`src/rtl/mc_controller.sv`:
```
// Multi-cycle MIPS control unit: walks each instruction through FETCH..WB and
// drives datapath enables/muxes from the current state and the held IR.
//
// state  | meaning
// FETCH  | IM read, PC+4, IR/PC load on last wait cycle
// DECODE | opcode dispatch, branch target into ALUOut
// EXEC_R | R-type ALU operation
// EXEC_I | ori / lui ALU operation
// ADDR   | lw/sw effective address
// MEM_RD | DM read wait
// MEM_WR | DM write, strobe on last wait cycle
// WB_MEM | load write-back
// WB_ALU | ALU write-back
// BRANCH | beq compare and conditional PC load
// JUMP   | j / jal / jr
module mc_controller #(
  parameter int MEM_LAT = 1,
  parameter int ST_W    = 4
) (
  input  logic            clk,
  input  logic            reset,
  input  logic [31:0]     instr,
  input  logic            zero,
  output logic            pc_write,
  output logic            ir_write,
  output logic            reg_write,
  output logic            mem_write,
  output logic [1:0]      reg_dst,
  output logic            alu_src_a,
  output logic [1:0]      alu_src_b,
  output logic [2:0]      alu_op,
  output logic [1:0]      ext_op,
  output logic [1:0]      mem_to_reg,
  output logic [1:0]      pc_src,
  output logic [ST_W-1:0] state,
  output logic            illegal
);

  localparam logic [ST_W-1:0] S_FETCH  = ST_W'(0);
  localparam logic [ST_W-1:0] S_DECODE = ST_W'(1);
  localparam logic [ST_W-1:0] S_EXEC_R = ST_W'(2);
  localparam logic [ST_W-1:0] S_EXEC_I = ST_W'(3);
  localparam logic [ST_W-1:0] S_ADDR   = ST_W'(4);
  localparam logic [ST_W-1:0] S_MEM_RD = ST_W'(5);
  localparam logic [ST_W-1:0] S_MEM_WR = ST_W'(6);
  localparam logic [ST_W-1:0] S_WB_MEM = ST_W'(7);
  localparam logic [ST_W-1:0] S_WB_ALU = ST_W'(8);
  localparam logic [ST_W-1:0] S_BRANCH = ST_W'(9);
  localparam logic [ST_W-1:0] S_JUMP   = ST_W'(10);

  localparam logic [3:0] LAT_M1 = 4'(MEM_LAT - 1);

  logic [ST_W-1:0] r_state;
  logic [ST_W-1:0] w_next;
  logic [3:0]      r_wait;
  logic            w_wait_done;

  logic [5:0] w_op;
  logic [5:0] w_fn;
  logic       w_rtype, w_ralu, w_jr, w_ori, w_lui, w_lw, w_sw, w_beq, w_j, w_jal;
  logic       w_unused;

  assign w_op     = instr[31:26];
  assign w_fn     = instr[5:0];
  assign w_unused = ^instr[25:6];

  assign w_rtype = (w_op == 6'h00);
  assign w_ralu  = w_rtype && (w_fn == 6'h21 || w_fn == 6'h23 || w_fn == 6'h2A || w_fn == 6'h00);
  assign w_jr    = w_rtype && (w_fn == 6'h08);
  assign w_ori   = (w_op == 6'h0D);
  assign w_lui   = (w_op == 6'h0F);
  assign w_lw    = (w_op == 6'h23);
  assign w_sw    = (w_op == 6'h2B);
  assign w_beq   = (w_op == 6'h04);
  assign w_j     = (w_op == 6'h02);
  assign w_jal   = (w_op == 6'h03);

  assign w_wait_done = (r_wait == LAT_M1);

  // The wait counter only advances while a wait state holds; any exit clears it.
  always_ff @(posedge clk) begin
    if (reset) begin
      r_state <= S_FETCH;
      r_wait  <= 4'd0;
    end else begin
      r_state <= w_next;
      if (w_next != r_state) r_wait <= 4'd0;
      else                   r_wait <= r_wait + 4'd1;
    end
  end

  always_comb begin
    w_next = S_FETCH;
    case (r_state)
      S_FETCH:  w_next = w_wait_done ? S_DECODE : S_FETCH;
      S_DECODE: begin
        if (w_ralu)                  w_next = S_EXEC_R;
        else if (w_jr || w_j || w_jal) w_next = S_JUMP;
        else if (w_ori || w_lui)     w_next = S_EXEC_I;
        else if (w_lw || w_sw)       w_next = S_ADDR;
        else if (w_beq)              w_next = S_BRANCH;
        else                         w_next = S_FETCH;
      end
      S_EXEC_R: w_next = S_WB_ALU;
      S_EXEC_I: w_next = S_WB_ALU;
      S_ADDR:   w_next = w_lw ? S_MEM_RD : S_MEM_WR;
      S_MEM_RD: w_next = w_wait_done ? S_WB_MEM : S_MEM_RD;
      S_MEM_WR: w_next = w_wait_done ? S_FETCH : S_MEM_WR;
      default:  w_next = S_FETCH;
    endcase
  end

  assign state = r_state;

  // Reset masks every control output so nothing is written in a reset cycle.
  always_comb begin
    pc_write   = 1'b0;
    ir_write   = 1'b0;
    reg_write  = 1'b0;
    mem_write  = 1'b0;
    reg_dst    = 2'd0;
    alu_src_a  = 1'b0;
    alu_src_b  = 2'd0;
    alu_op     = 3'd0;
    ext_op     = 2'd0;
    mem_to_reg = 2'd0;
    pc_src     = 2'd0;
    illegal    = 1'b0;
    case (r_state)
      S_FETCH: begin
        alu_src_b = 2'd1;
        ir_write  = w_wait_done;
        pc_write  = w_wait_done;
      end
      S_DECODE: begin
        alu_src_b = 2'd3;
        ext_op    = 2'd1;
        illegal   = !(w_ralu || w_jr || w_ori || w_lui || w_lw || w_sw || w_beq || w_j || w_jal);
      end
      S_EXEC_R: begin
        alu_src_a = 1'b1;
        case (w_fn)
          6'h21:   alu_op = 3'd0;
          6'h23:   alu_op = 3'd1;
          6'h2A:   alu_op = 3'd3;
          default: alu_op = 3'd4;
        endcase
      end
      S_EXEC_I: begin
        alu_src_a = 1'b1;
        alu_src_b = 2'd2;
        alu_op    = w_lui ? 3'd5 : 3'd2;
      end
      S_WB_ALU: begin
        reg_write = 1'b1;
        reg_dst   = w_rtype ? 2'd1 : 2'd0;
      end
      S_ADDR: begin
        alu_src_a = 1'b1;
        alu_src_b = 2'd2;
        ext_op    = 2'd1;
      end
      S_MEM_WR: mem_write = w_wait_done;
      S_WB_MEM: begin
        reg_write  = 1'b1;
        mem_to_reg = 2'd1;
      end
      S_BRANCH: begin
        alu_src_a = 1'b1;
        alu_op    = 3'd1;
        pc_src    = 2'd1;
        pc_write  = zero;
      end
      S_JUMP: begin
        pc_write = 1'b1;
        pc_src   = w_jr ? 2'd3 : 2'd2;
        if (w_jal) begin
          reg_write  = 1'b1;
          reg_dst    = 2'd2;
          mem_to_reg = 2'd2;
        end
      end
      default: ;
    endcase
    if (reset) begin
      pc_write   = 1'b0;
      ir_write   = 1'b0;
      reg_write  = 1'b0;
      mem_write  = 1'b0;
      reg_dst    = 2'd0;
      alu_src_a  = 1'b0;
      alu_src_b  = 2'd0;
      alu_op     = 3'd0;
      ext_op     = 2'd0;
      mem_to_reg = 2'd0;
      pc_src     = 2'd0;
      illegal    = 1'b0;
    end
  end

endmodule

```
`config.mk`:
```
export PLATFORM = sky130hd
export DESIGN_NAME = mc_controller
export DESIGN_NICKNAME = d
export VERILOG_FILES = /design/src/rtl/mc_controller.sv
export SDC_FILE = /design/constraint.sdc
export NUM_CORES = 1
export LEC_CHECK = 0
export BUFFER_PORTS_ARGS = -buffer_cell sky130_fd_sc_hd__buf_2
export CORE_ASPECT_RATIO = 0.9
export CORE_MARGIN = 1
export CORE_UTILIZATION = 35
export DETAILED_ROUTE_END_ITERATION = 6
export PLACE_DENSITY_LB_ADDON = 0.12
export REMOVE_ABC_BUFFERS = 1
export SKIP_LAST_GASP = 1
export SYNTH_ARGS = -nofsm -noshare
export SYNTH_HDL_FRONTEND = slang
export SYNTH_SLANG_ARGS = --single-unit
```
`constraint.sdc`:
```
create_clock -name clk -period 2.03 [get_ports clk]
set_clock_uncertainty 0.1 [all_clocks]
set_input_delay 0.1015 -clock clk [delete_from_list [all_inputs] [get_ports clk]]
set_output_delay 0.1015 -clock clk [all_outputs]
set_load 0.05 [all_outputs]
```
==> results of run 1 <==
cell usage after synthesis (3+ instances only):
library cell  number  area share
nor2_1            18       0.068
nand2_1           12       0.045
dfxtp_1            8        0.16
nand3_1            8       0.040
nor3_1             8       0.040
o21ai_0            7       0.035
a21oi_1            6       0.030
and3_1             6       0.038
inv_1              6       0.023
clkbuf_1           5       0.019
nor4_1             5       0.031
a211oi_1           3       0.023
nand2b_1           3       0.019
state kept, by name, summed over array words and instances, names as in the netlist:
| register | flops |
|---|---|
| r_wait | 4 |
| state | 4 |
worst paths after layout:
| check | endpoint | slack (ns) | cells after the start |
|---|---|---|---|
| worst max-delay path | pc_write | 0.04 | 7 |
| worst min-delay path | state[2] | 0.13 | 3 |
| worst max register to register | r_wait[2] | 0.17 | 8 |
| worst min register to register | r_wait[0] | 0.36 | 1 |
report_power, final:
group,switching (mW),internal [mW]
Combinational,0.245,0.145
Clock,0.0489,0.0673
Sequential,0.00883,0.168
logic make-up (layout without fill, tap and decap cells):
kind of cell / Yosys count / in the layout
muxes: 3 / 3
AOI/OAI and AO/OA: 32 / 32
other: 1 / 1
buffers and inverters: 18 / 60
and+or+nand+nor: 77 / 77
adders and majority gates: 2 / 2
xor gates and xnor gates: 3 / 3
DFF: 8 / 8
worst max-delay path, delay by kind of cell (launching register included):
family	cells	cell delay [ns]
buffers and inverters	3	0.54
AO/OA/AOI/OAI	1	0.10
flip-flops	1	0.32
AND/OR/NAND/NOR	3	0.56
metrics by stage:
step / power (mW) / instances
finish: 0.683 / 224
CTS: 0.660 / 220
global route: 0.732 / 224
floorplan: 0.429 / 133
global placement: 0.530 / 217
detailed placement: 0.535 / 217
what timing repair did:
action,in CTS,in global routing
pin swaps,0,1
endpoints found under the hold margin,0,0
setup buffers,0,4
endpoints found under the setup margin,3,7
gates cloned,0,0
resized for setup,2,9
final cells by class:
cell class	count	area [sq um]
clock buffers	3	22.5
fillers	267	1240
inverters	7	26.3
multi-input cells	118	782
flip-flops and latches	8	161
well taps	38	47.5
repair buffers	50	293
layer usage:
metal,vias to the layer above,track usage
li1,613,-
met1,564,0.292
met2,39,0.287
met3,0,0.0667
met4,0,0
met5,-,0
==> impl_metrics.csv, run 1 <==
group,metric,value,unit
outcome,outcome,"completed",
cts,clock_latency,0.25,ns
placement,gp_congestion,0.826,
final_layout,layout.nets,225,
detailed_routing,dr_wl_met3,173,um
cts,cts_buffer_depth,2,
final_layout,diodes,0,
synthesis,syn_inst,144,
synthesis,avgSynthCellArea,6.93,sq um
setup_path,crit_chain,"buf_4 > nor2_1 > inv_1 > nor2_2 > and3_1 > o21bai_1 > buf_2",
timing,worst_pin_slew,0.495,ns
detailed_routing,viasPerCell,5.43,
timing,period_needed,1.99,ns
final_layout,drive_above_1_share,0.360,
synthesis,synth_seq_cells,8,
detailed_routing,met2WireLength,1260,um
hold_path,min_from,"reset",
synthesis,ys.warnings.count,0,
detailed_routing,first_pass_iters,4,
setup_path,cp_max_fo,8,
placement,dpl.hpwl,2300,um
global_route,antenna_found_initial,0,
die,die_x,58.3,um
setup_path,path_class,"reg -> out",
setup_path,critPathRequiredTime,1.83,ns
timing,setup_viol,0,
die,ios,58,
synthesis,async_flop_share,0,
final_layout,syn_to_final_growth,33.5,%
die,die_h,52.7,um
power,peakVddDrop,0.000193,V
timing,grt_setup_unrepaired,"yes",
global_route,grt_overflow,0,
die,dieArea,3070,sq um
power,pwr_density_cell,513,nW/um^2
die,fp-row-count,17,
cts,cts_tree,"built",
timing,report.final.hold_viol_count,0,
timing,setup_tns,0,ns
hold_path,hold_class,"in -> reg",
placement,place_area,1240,sq um
detailed_routing,drtIter0Drc,72,
detailed_routing,wl_per_cell,12.9,um
cts,numCtsBuffers,3,
synthesis,synthXorXnorAreaFrac,0.0263,
setup_path,end_kind,"output port",
synthesis,synth-seq-area-share,0.160,
cts,cts_sinks,8,
synthesis,synth_fa_ha_area_frac,0.0251,
synthesis,synth_top_family_by_area,"simple AND/OR/NAND/NOR gates",
cts,root_buffer,"clkbuf_4",
setup_path,cp.arrival,1.78,ns
cts,hold_buffers,0,
final_layout,postLayoutCoreUtil,0.518,
global_route,grt_max_degree,25,
detailed_routing,wirelength,2890,um
global_route,grt_pass1_vias,999,
timing,slew_headroom,0.668,
detailed_routing,route.detailed.drc,0,
placement,portBuffers,36,
global_route,grt_pass1_wl,4640,um
synthesis,synth_edf_count,0,
final_layout,final_cell_mix,"buf_2 (33), nor2_1 (17), buf_4 (16), nand2_1 (12)",
timing,hold_slack,0.125,ns
detailed_routing,via_count,1216,
setup_path,cpPeakStageDelay,0.32,ns
global_route,grt_use_total,0.197,
cts,path_clk_slew,0.05,ns
power,power_leakage,0.611,nW
final_layout,layout_commonest_cell,"buf_2",
timing,drv_slew,0,
setup_path,startpoint_type,"register",
synthesis,synth_compound_area_frac,0.231,
detailed_routing,top_layer,"met3",
timing,setup_ws,0.0443,ns
final_layout,fin_area,1330,sq um
placement,dpl_worst_slack,0.174,ns
die,initial_core_util,0.388,
die,core_area,2570,sq um
synthesis,synth_cell_type_count,50,
synthesis,yosys.area_share.simple,0.437,
detailed_routing,met1Wirelength,1460,um
timing,period_share,0.978,
timing,fmax,504,MHz
synthesis,muxShareOfSynthArea,0.0313,
synthesis,synth-main-ff-cell,"dfxtp_1",
setup_path,rr_startpoint,"r_wait[0]",
cts,htree_levels,1,
synthesis,syn_area,998,sq um
setup_path,crit_slowest_cell,"dfxtp_1",
job,cap_violations,0,
setup_path,cp-startpoint,"state[3]",
detailed_routing,ant_nets,0,
Note: power is estimated with default switching activity, not from simulation.
==> run 2: changes to the inputs <==
--- a/config.mk
+++ b/config.mk
@@ -10,7 +10,7 @@
 export CORE_MARGIN = 1
 export CORE_UTILIZATION = 35
 export DETAILED_ROUTE_END_ITERATION = 6
-export PLACE_DENSITY_LB_ADDON = 0.12
+export PLACE_DENSITY = 0.64
 export REMOVE_ABC_BUFFERS = 1
 export SKIP_LAST_GASP = 1
 export SYNTH_ARGS = -nofsm -noshare
==> impl_metrics.csv, run 2 (synthesis results as in run 1) <==
group,metric,value,unit
outcome,outcome,"completed",
global_route,grt_max_degree,13,
cts,htree_levels,1,
final_layout,fin_area,1300,sq um
power,power_leakage,0.592,nW
final_layout,syn_to_final_growth,29.8,%
timing,period_share,0.984,
detailed_routing,route.detailed.drc,0,
die,initial_core_util,0.388,
cts,hold_buffers,0,
final_layout,instances_no_fill,219,
global_route,grt_use_total,0.195,
setup_path,end_kind,"output port",
final_layout,regArea,166,sq um
detailed_routing,wl_per_cell,12.7,um
final_layout,drive_above_1_share,0.354,
setup_path,rr_startpoint,"state[3]",
timing,setup_tns,0,ns
global_route,grt_overflow,0,
setup_path,critPathRequiredTime,1.83,ns
placement,dp.cells,216,
cts,post_cts_buffers,0,
setup_path,startpoint_type,"register",
power,switching_power,0.302,mW
die,fp-row-count,17,
power,power,0.666,mW
die,ios,58,
power,p_int,0.365,mW
final_layout,layout.nets,220,
setup_path,cp_max_fo,9,
final_layout,final_cell_mix,"buf_2 (33), nor2_1 (16), nand2_1 (12), buf_4 (12)",
setup_path,path_class,"reg -> out",
global_route,grt_pass1_wl,4600,um
timing,grt_setup_unrepaired,"yes",
die,core_area,2570,sq um
die,die_x,58.3,um
setup_path,cp.arrival,1.80,ns
hold_path,hold_class,"in -> reg",
cts,cts_buffer_depth,2,
detailed_routing,wirelength,2780,um
placement,dpl.hpwl,2230,um
timing,report.final.hold_viol_count,0,
timing,setup_ws,0.0334,ns
global_route,antenna_found_initial,0,
placement,portBuffers,36,
cts,path_clk_slew,0.05,ns
detailed_routing,drtIter0Drc,66,
power,pwr_density_cell,514,nW/um^2
job,cap_violations,0,
timing,period_needed,2.00,ns
detailed_routing,ant_nets,0,
setup_path,cp-startpoint,"r_wait[0]",
cts,post_cts_resized,7,
setup_path,ff2ff_setup_slack,0.23,ns
power,peakVddDrop,0.000389,V
cts,cts_sinks,8,
power,pwr-share-clk,0.181,
final_layout,postLayoutCoreUtil,0.504,
placement,gp_congestion,0.886,
timing,drv_slew,0,
placement,place_area,1230,sq um
final_layout,multi_input_area,778,sq um
power,seq_power_share,0.266,
final_layout,fillers,271,
cts,root_buffer,"clkbuf_4",
timing,setup_viol,0,
detailed_routing,first_pass_iters,4,
placement,dpl_worst_slack,0.114,ns
detailed_routing,via_count,1175,
timing,fmax,501,MHz
timing,hold_slack,0.132,ns
cts,clock_latency,0.25,ns
detailed_routing,viasPerCell,5.37,
cts,numCtsBuffers,3,
die,die_h,52.7,um
cts,cts_tree,"built",
final_layout,diodes,0,
die,dieArea,3070,sq um
power,pwr-share-comb,0.552,
final_layout,layout_commonest_cell,"buf_2",
global_route,grt_pass1_vias,1021,
hold_path,min_from,"reset",
power,p_sw_frac,0.453,
-- run 2: worst max-delay path, cell delays in order (launching register included) --
cell,delay [ns]
dfxtp_1,0.33
inv_1,0.06
ha_1,0.15
nor3b_4,0.38
and3_1,0.23
o21bai_1,0.11
buf_2,0.28
-- run 2: final timing paths --
kind                             endpoint  depth (start not counted)
worst max-delay path             pc_write                          6
worst min-delay path             state[3]                          3
worst max register to register  r_wait[0]                          6
worst min register to register  r_wait[0]                          1
-- run 2: layout make-up --
| class | instances | area share |
|---|---|---|
| multi-input cells | 118 | 0.600 |
| repair buffers | 45 | 0.197 |
| flip-flops and latches | 8 | 0.128 |
| inverters | 7 | 0.0203 |
| well taps | 38 | 0.0367 |
| clock buffers | 3 | 0.0174 |
-- run 2: power by group through the flow --
| stage | sequential, mW | clock [mW] | combinational, mW |
|---|---|---|---|
| final | 0.177 | 0.121 | 0.368 |
| after global routing | 0.179 | 0.134 | 0.399 |
| after CTS | 0.178 | 0.124 | 0.363 |
| after detailed placement | 0.182 | 0 | 0.356 |
| after global placement | 0.181 | 0 | 0.351 |
| after floorplan | 0.217 | 0 | 0.212 |
-- run 2: per-layer routing --
| metal | global-route usage | vias up | wire (um) |
|---|---|---|---|
| li1 | - | 603 | - |
| met1 | 0.236 | 540 | 1310 |
| met2 | 0.354 | 32 | 1360 |
| met3 | 0.0444 | 0 | 107 |
| met4 | 0.0317 | 0 | 0 |
| met5 | 0 | - | 0 |
==> run 3: changes to the inputs <==
--- a/config.mk
+++ b/config.mk
@@ -6,12 +6,15 @@
 export NUM_CORES = 1
 export LEC_CHECK = 0
 export BUFFER_PORTS_ARGS = -buffer_cell sky130_fd_sc_hd__buf_2
+export CAP_MARGIN = 20
 export CORE_ASPECT_RATIO = 0.9
 export CORE_MARGIN = 1
 export CORE_UTILIZATION = 35
+export CTS_CLUSTER_SIZE = 8
 export DETAILED_ROUTE_END_ITERATION = 6
 export PLACE_DENSITY = 0.64
 export REMOVE_ABC_BUFFERS = 1
+export SETUP_SLACK_MARGIN = 0.15
 export SKIP_LAST_GASP = 1
 export SYNTH_ARGS = -nofsm -noshare
 export SYNTH_HDL_FRONTEND = slang
==> impl_metrics.csv, run 3 (synthesis results as in run 1) <==
group,metric,value,unit
outcome,outcome,"completed",
detailed_routing,viasPerCell,5.39,
global_route,grt_max_degree,13,
die,fp-row-count,17,
power,pwr_density_cell,509,nW/um^2
placement,gp_congestion,0.886,
detailed_routing,drtIter0Drc,83,
cts,cts_tree,"built",
timing,setup_viol,0,
cts,htree_levels,1,
detailed_routing,wirelength,2930,um
setup_path,crit_family,"simple AND/OR/NAND/NOR gates",
cts,root_buffer,"clkbuf_4",
die,dieArea,3070,sq um
setup_path,crit_chain,"buf_4 > nand2b_2 > nor4_4 > o21bai_1 > buf_4",
detailed_routing,wl_per_cell,13.1,um
die,die_h,52.7,um
setup_path,critPathMostFrequentCell,"buf_4",
final_layout,syn_to_final_growth,39.0,%
timing,fmax,530,MHz
global_route,grt_overflow,0,
cts,numCtsBuffers,3,
timing,drv_slew,0,
timing,period_share,0.929,
cts,cts_sinks,8,
die,die_x,58.3,um
power,power_leakage,0.613,nW
final_layout,drive_above_1_share,0.427,
cts,clock_latency,0.26,ns
timing,setup_tns,0,ns
global_route,grt_most_used_layer,"met2",
setup_path,critPathRequiredTime,1.83,ns
timing,grt_setup_unrepaired,"yes",
setup_path,end_kind,"output port",
final_layout,diodes,0,
global_route,grt.met3_usage,0.0469,
setup_path,cp_max_fo,12,
final_layout,multi_input_area,821,sq um
final_layout,final_cell_mix,"buf_2 (30), buf_4 (17), nor2_1 (12), nand2_1 (12)",
setup_path,path_class,"reg -> out",
hold_path,hold_class,"in -> reg",
setup_path,crit_slowest_cell,"dfxtp_1",
global_route,grt_use_total,0.198,
detailed_routing,via_count,1203,
die,core_area,2570,sq um
die,initial_core_util,0.388,
power,peakVddDrop,0.000417,V
detailed_routing,first_pass_iters,4,
placement,portBuffers,36,
job,cap_violations,0,
timing,period_needed,1.89,ns
cts,cts_buffer_depth,2,
die,ios,58,
setup_path,cpPeakStageDelay,0.32,ns
placement,dpl.hpwl,2230,um
global_route,use_met1,0.241,
global_route,antenna_found_initial,0,
global_route,grt_pass1_vias,1032,
setup_path,startpoint_type,"register",
setup_path,critPathBufInv,2,
final_layout,fillers,258,
setup_path,cp.arrival,1.68,ns
final_layout,postLayoutCoreUtil,0.539,
final_layout,regArea,170,sq um
final_layout,layout_commonest_cell,"buf_2",
cts,path_clk_slew,0.05,ns
detailed_routing,ant_nets,0,
global_route,grt_pass1_wl,4690,um
timing,report.final.hold_viol_count,0,
final_layout,layout.nets,224,
cts,hold_buffers,0,
global_route,grt_use_met2,0.354,
detailed_routing,route.detailed.drc,0,
run 3: cell types whose count changed in the layout (fill, tap and decap cells not counted), sizes merged:
cell,previous run,this run
buf,45,49
run 3: worst register-to-register path, cell delays in order, from the launching register on:
cell	delay (ns)
dfxtp_4	0.36
buf_6	0.12
nor4b_4	0.35
o2111ai_2	0.20
a221oi_2	0.30
nand4_2	0.21
nor2_2	0.15
run 3: routing by layer:
layer | routed length, um | share of wire | vias up
li1 | - | - | 611
met1 | 1300 | 0.45 | 543
met2 | 1440 | 0.49 | 43
met3 | 143 | 0.049 | 6
met4 | 38 | 0.013 | 0
met5 | 0 | 0 | -
run 3: cell type report:
| class | instances | share of cell area |
|---|---|---|
| Multi-Input combinational cell | 118 | 0.592 |
| Timing Repair Buffer | 49 | 0.216 |
| Sequential cell | 8 | 0.123 |
| Tap cell | 38 | 0.0343 |
| Inverter | 7 | 0.0189 |
| Clock buffer | 3 | 0.0162 |
run 3: metrics by stage:
| step | total power [mW] | area (sq um) | hold slack, ns | cells | setup slack, ns |
|---|---|---|---|---|---|
| after floorplan | 0.429 | 940 | 0.0706 | 133 | -1.06 |
| after global placement | 0.533 | 1230 | 0.344 | 216 | 0.139 |
| after detailed placement | 0.538 | 1230 | 0.366 | 216 | 0.114 |
| after CTS | 0.682 | 1310 | 0.123 | 221 | 0.151 |
| after global routing | 0.748 | 1390 | 0.143 | 223 | 0.0639 |
| final | 0.706 | 1390 | 0.139 | 223 | 0.144 |
run 3: worst paths after layout:
path,depth (start not counted),end,startpoint,slack [ns]
worst min-delay path,3,state[3],reset,0.14
worst max-delay path,5,reg_write,state[0],0.14
worst min register to register,1,r_wait[0],r_wait[0],0.33
worst max register to register,6,r_wait[2],state[3],0.18
run 3: power breakdown:
group          leakage (nW)  total, mW  internal [mW]  switching (mW)
logic                 0.532      0.406          0.154           0.252
clock network        0.0138      0.122         0.0676          0.0542
registers            0.0675      0.178          0.167          0.0114
run 3: repair_timing:
item / in CTS / in global routing
setup buffers: 2 / 2
pin swaps: 1 / 7
endpoints found under the setup margin: 14 / 14
resized for setup: 13 / 21
